===== src/rtl/bfp16_div_seq.sv =====
// Multi-cycle BFloat16 divider: special-case decode at accept, then a 9-step
// restoring mantissa division, one normalisation step, and a held result.
module bfp16_div_seq #(
    parameter int SIZE_DATA = 32,
    parameter int BIAS      = 127
) (
    input  logic                 i_clk,
    input  logic                 i_rst,
    input  logic                 i_valid,
    output logic                 o_ready,
    input  logic [SIZE_DATA-1:0] i_data_a,
    input  logic [SIZE_DATA-1:0] i_data_b,
    output logic                 o_valid,
    input  logic                 i_ready,
    output logic [SIZE_DATA-1:0] o_bfu_div,
    output logic                 o_div_by_zero,
    output logic                 o_nan
);

    localparam logic signed [9:0] BIAS_E = 10'(BIAS);

    typedef enum logic [1:0] {
        S_IDLE,
        S_CALC,
        S_NORM,
        S_DONE
    } state_t;

    state_t      state_q, state_d;
    logic        sign_q, sign_d;
    logic [7:0]  ea_q, ea_d;
    logic [7:0]  eb_q, eb_d;
    logic [7:0]  mb_q, mb_d;
    logic [8:0]  r_q, r_d;
    logic [8:0]  q_q, q_d;
    logic [3:0]  cnt_q, cnt_d;
    logic [15:0] res_q, res_d;
    logic        dbz_q, dbz_d;
    logic        nan_q, nan_d;

    // Low halves of the containers carry no BF16 information.
    logic unused_low_bits;
    assign unused_low_bits = ^{i_data_a[15:0], i_data_b[15:0]};

    // Operand classification straight from the input bus (used only at accept)
    logic [7:0] a_exp, b_exp;
    logic [6:0] a_man, b_man;
    logic       a_zero, a_inf, a_nan, b_zero, b_inf, b_nan, in_sign;

    assign a_exp   = i_data_a[30:23];
    assign b_exp   = i_data_b[30:23];
    assign a_man   = i_data_a[22:16];
    assign b_man   = i_data_b[22:16];
    assign a_zero  = (a_exp == 8'h00);
    assign b_zero  = (b_exp == 8'h00);
    assign a_inf   = (a_exp == 8'hFF) && (a_man == 7'h00);
    assign b_inf   = (b_exp == 8'hFF) && (b_man == 7'h00);
    assign a_nan   = (a_exp == 8'hFF) && (a_man != 7'h00);
    assign b_nan   = (b_exp == 8'hFF) && (b_man != 7'h00);
    assign in_sign = i_data_a[31] ^ i_data_b[31];

    logic        sp_hit, sp_nan, sp_dbz;
    logic [15:0] sp_res;

    always_comb begin
        sp_hit = 1'b1;
        sp_nan = 1'b0;
        sp_dbz = 1'b0;
        sp_res = 16'h0000;
        if (a_nan || b_nan || (a_zero && b_zero) || (a_inf && b_inf)) begin
            sp_res = 16'h7FC0;
            sp_nan = 1'b1;
        end else if (a_inf) begin
            sp_res = {in_sign, 8'hFF, 7'h00};
        end else if (b_inf) begin
            sp_res = {in_sign, 15'h0000};
        end else if (b_zero) begin
            sp_res = {in_sign, 8'hFF, 7'h00};
            sp_dbz = 1'b1;
        end else if (a_zero) begin
            sp_res = {in_sign, 15'h0000};
        end else begin
            sp_hit = 1'b0;
        end
    end

    // Normalisation: a quotient below 1.0 costs one exponent step.
    logic signed [9:0] exp_base, exp_norm;
    logic [6:0]        mant_norm;
    logic [15:0]       norm_res;

    assign exp_base  = $signed({2'b00, ea_q}) - $signed({2'b00, eb_q}) + BIAS_E;
    assign exp_norm  = q_q[8] ? exp_base : (exp_base - 10'sd1);
    assign mant_norm = q_q[8] ? q_q[7:1] : q_q[6:0];

    always_comb begin
        if (exp_norm >= 10'sd255) begin
            norm_res = {sign_q, 8'hFF, 7'h00};
        end else if (exp_norm <= 10'sd0) begin
            norm_res = {sign_q, 15'h0000};
        end else begin
            norm_res = {sign_q, exp_norm[7:0], mant_norm};
        end
    end

    logic [8:0] mb_ext;
    assign mb_ext = {1'b0, mb_q};

    always_comb begin
        state_d = state_q;
        sign_d  = sign_q;
        ea_d    = ea_q;
        eb_d    = eb_q;
        mb_d    = mb_q;
        r_d     = r_q;
        q_d     = q_q;
        cnt_d   = cnt_q;
        res_d   = res_q;
        dbz_d   = dbz_q;
        nan_d   = nan_q;
        unique case (state_q)
            S_IDLE: begin
                if (i_valid) begin
                    sign_d = in_sign;
                    ea_d   = a_exp;
                    eb_d   = b_exp;
                    mb_d   = {1'b1, b_man};
                    r_d    = {2'b01, a_man};
                    q_d    = 9'h000;
                    cnt_d  = 4'd0;
                    dbz_d  = sp_dbz;
                    nan_d  = sp_nan;
                    if (sp_hit) begin
                        res_d   = sp_res;
                        state_d = S_DONE;
                    end else begin
                        state_d = S_CALC;
                    end
                end
            end
            S_CALC: begin
                // One restoring step per cycle; the remainder stays below mb, so 9 bits suffice.
                if (r_q >= mb_ext) begin
                    q_d = {q_q[7:0], 1'b1};
                    r_d = (r_q - mb_ext) << 1;
                end else begin
                    q_d = {q_q[7:0], 1'b0};
                    r_d = r_q << 1;
                end
                cnt_d = cnt_q + 4'd1;
                if (cnt_q == 4'd8) begin
                    state_d = S_NORM;
                end
            end
            S_NORM: begin
                res_d   = norm_res;
                state_d = S_DONE;
            end
            S_DONE: begin
                if (i_ready) begin
                    state_d = S_IDLE;
                end
            end
            default: state_d = S_IDLE;
        endcase
    end

    always_ff @(posedge i_clk or posedge i_rst) begin
        if (i_rst) begin
            state_q <= S_IDLE;
            sign_q  <= 1'b0;
            ea_q    <= 8'h00;
            eb_q    <= 8'h00;
            mb_q    <= 8'h00;
            r_q     <= 9'h000;
            q_q     <= 9'h000;
            cnt_q   <= 4'd0;
            res_q   <= 16'h0000;
            dbz_q   <= 1'b0;
            nan_q   <= 1'b0;
        end else begin
            state_q <= state_d;
            sign_q  <= sign_d;
            ea_q    <= ea_d;
            eb_q    <= eb_d;
            mb_q    <= mb_d;
            r_q     <= r_d;
            q_q     <= q_d;
            cnt_q   <= cnt_d;
            res_q   <= res_d;
            dbz_q   <= dbz_d;
            nan_q   <= nan_d;
        end
    end

    assign o_ready       = (state_q == S_IDLE);
    assign o_valid       = (state_q == S_DONE);
    assign o_bfu_div     = {res_q, {(SIZE_DATA-16){1'b0}}};
    assign o_div_by_zero = dbz_q;
    assign o_nan         = nan_q;

endmodule


===== config.mk =====
export PLATFORM = sky130hd
export DESIGN_NAME = bfp16_div_seq
export DESIGN_NICKNAME = d
export VERILOG_FILES = /design/src/rtl/bfp16_div_seq.sv
export SDC_FILE = /design/constraint.sdc
export NUM_CORES = 1
export LEC_CHECK = 0
export BUFFER_PORTS_ARGS = -buffer_cell sky130_fd_sc_hd__buf_4
export CORE_MARGIN = 2
export CORE_UTILIZATION = 35
export DETAILED_ROUTE_END_ITERATION = 7
export PLACE_DENSITY = 0.65
export SKIP_CTS_REPAIR_TIMING = 1
export SLEW_MARGIN = 25
export SYNTH_ARGS = -nofsm -noshare
export SYNTH_HDL_FRONTEND = slang
export SYNTH_SLANG_ARGS = --single-unit

===== constraint.sdc =====
create_clock -name i_clk -period 3.9 [get_ports i_clk]
set_clock_uncertainty 0.1 [all_clocks]
set_input_delay 0.195 -clock i_clk [delete_from_list [all_inputs] [get_ports i_clk]]
set_output_delay 0.195 -clock i_clk [all_outputs]
set_load 0.02 [all_outputs]

==> metrics.txt <==
status=finished clean; Final WS setup=248.4 ps; Placer Congestion=0.8112; unique cell type count in the Yosys netlist=62; die area=13,170 um2; #FFs+latches synth=67; wire per inst=15.33 um; largest net degree at the start of global routing=51; Max Cap Violations=0; Post-synth EDFFs=0; Final Max Slew Viols=0; CP endpoint kind=flip-flop; worst ir drop on vdd=0.3798 mV; clock slew at reported path FFs=60 ps; Ports=104; detailed-route DRC error count=0; mapped cell area=4295 um2; Synth async-reset ratio=100.0%; Worst path slowest cell=fa_1; Initial Util=35.76%; Final TNS setup=0 ps; IO Port Bufs=55; drt pass-1 iters=4; min Tclk post-route=3652 ps; RSZ-0062 raised after global routing=no; worst slew pin tran=731.1 ps; CP Data Arrival Time=3760 ps; Total Routing Usage GR=15.82%; most frequent cells in the layout=67 x dfrtp_1, 67 x buf_4, 33 x nor2_1; Rows=40; Critical Path, Cell by Cell=ha_1, inv_1, fa_1, inv_1, ha_4, xnor3_1, o2bb2ai_2, buf_4, xor2_1, or3_1, a311oi_2, a211oi_2, buf_4, a221o_1; vias in the first global route=3,541; vias per cell=5.278; P_leak=2.389 nW; Yosys warning total=0; ant diodes=0; clk root buf=clkbuf_16; nets=592; critical path's largest stage delay=420 ps; pre-CTS setup slack=114.9 ps; hold crit path type=input pin to flip-flop; CTS tree=done; Setup CP Type=flip-flop to flip-flop; GRT overflow=0; crit path max fanout=7; Slew HR=51.26%; Via Count=3,431; total power=5.913 mW; WL final=9964 um; Fillers=1,129; CP Data Required Time=4010 ps; Gate Count Post-Synth=433; Synth top area share=39.03%; # setup viols final=0; CTS Buf Count=9; initial detailed-routing violation count=134; Area Growth Syn to Fin=22.46%; CP startpoint kind=flip-flop; Die H=114.8 um; syn_area_per_cell=9.920 um2; Post-synth top flop=dfrtp_1; die width=114.8 um; layout cells sized above 1=24.85%; pwr/cell area=1124 nW/um2; post-synthesis sequential area ratio=39.03%; first-pass GRT wire length=16,820 um; flop-to-flop setup slack=250 ps; core area=12,010 um2; Final HPWL DP=7438 um; Max Clk Rate=0.2739 GHz; ranking of synthesized cells by area=dfrtp_1 39%, mux2_2 7.3%, ha_1 7.0%; Yosys top cell by area=dfrtp_1; Detail Route Antenna Nets=0; Final Hold Vio Count=0; clk_lat worst skew=330 ps; htree depth=3; clk buf depth=2; initial antenna violation count=0; CTS sink count=67; Final Cycle Share=93.63%
-- where the power goes --
part | switching, mW | total [mW] | internal, mW
clock | 0.308 | 0.933 | 0.626
combinational | 2.13 | 3.81 | 1.68
sequential | 0.193 | 1.17 | 0.978
total | 2.63 | 5.91 | 3.28
-- stage by stage --
| step | hold slack [ps] | cells | area (um2) | util, % |
|---|---|---|---|---|
| after floorplan | 244.0 | 448 | 4352 | - |
| after global placement | 336.0 | 633 | 4868 | 40.53 |
| after detailed placement | 227.8 | 633 | 4871 | 40.55 |
| after CTS | -119.3 | 649 | 5214 | 43.41 |
| after global routing | 4.502 | 650 | 5260 | 43.79 |
| final | 10.92 | 650 | 5260 | 43.79 |
-- worst max-delay path: cells and delay by family, from the launching register on --
kind,cells,cell delay [ps]
compound gates,4,860
simple gates,1,400
fa+ha+maj,3,790
flops,1,410
buf+inv,4,520
xor+xnor,2,450
-- sequential cells by signal, indices dropped and copies added (netlist names) --
| name | flops |
|---|---|
| o_nan | 1 |
| res_q | 16 |
| cnt_q | 4 |
| mb_q | 8 |
| ea_q | 8 |
| r_q | 9 |
| q_q | 9 |
| o_div_by_zero | 1 |
| state_q | 2 |
| sign_q | 1 |
| eb_q | 8 |
-- area by class of cell --
class	count	area, um2	area share [%]
clock buffer	10	229.0	4.353
clock inverter	6	113.9	2.165
inverter	33	126.4	2.402
multi-input combinational	319	2417	45.96
sequential	67	1677	31.87
tap	147	183.9	3.497
timing repair buffer	68	513.0	9.753
-- cell families after synthesis --
family                     Yosys count  share of synthesized area, %
AOI/OAI and AO/OA                  106                         18.29
xor gates and xnor gates            14                         3.175
adders and majority gates           26                         7.923
buffers and inverters               62                         6.846
DFF                                 67                         39.03
muxes                               40                         10.14
other                                1                       0.08730
and+or+nand+nor                    117                         14.51
-- synthesized netlist by cell type, drive strengths merged (2+ instances only) --
master	instances
nand2b	5
nand3b	2
o21ai	26
mux2	28
a22o	18
a21boi	4
xor2	6
nand4	8
nor3	5
and3b	3
fa	2
a31oi	2
a2111oi	2
inv	33
or2	3
nor2	33
xnor2	7
or4	3
o21a	3
a221o	2
nor4	7
a21o	2
a311oi	2
and3	2
a211oi	4
nand2	19
dfrtp	67
nor2b	6
a21oi	18
o221ai	8
mux2i	12
buf	19
nor3b	9
ha	24
or3	2
nand3	6
and2	2
o211ai	3
clkbuf	10
o21bai	2
-- routing by layer --
layer | up-vias | track usage, % | routed length, um
li1 | 1686 | - | -
met1 | 1652 | 20.04 | 4646
met2 | 84 | 27.02 | 4740
met3 | 9 | 4.164 | 481
met4 | 0 | 4.016 | 96
met5 | - | 0 | 0
-- path summary, 6_finish.rpt --
path	start	cells after the start	endpoint
worst min register to register	mb_q[7]$_DFFE_PP0P_	2	mb_q[7]$_DFFE_PP0P_
worst max register to register	eb_q[0]$_DFFE_PP0P_	14	res_q[6]$_DFFE_PP0P_
worst min-delay path	i_data_b[18]	2	mb_q[2]$_DFFE_PP0P_
worst max-delay path	eb_q[0]$_DFFE_PP0P_	14	res_q[6]$_DFFE_PP0P_
min in group asynchronous	i_rst	3	mb_q[0]$_DFFE_PP0P_
max in group asynchronous	i_rst	4	ea_q[2]$_DFFE_PP0P_
Power figures use the tool's default switching activity.
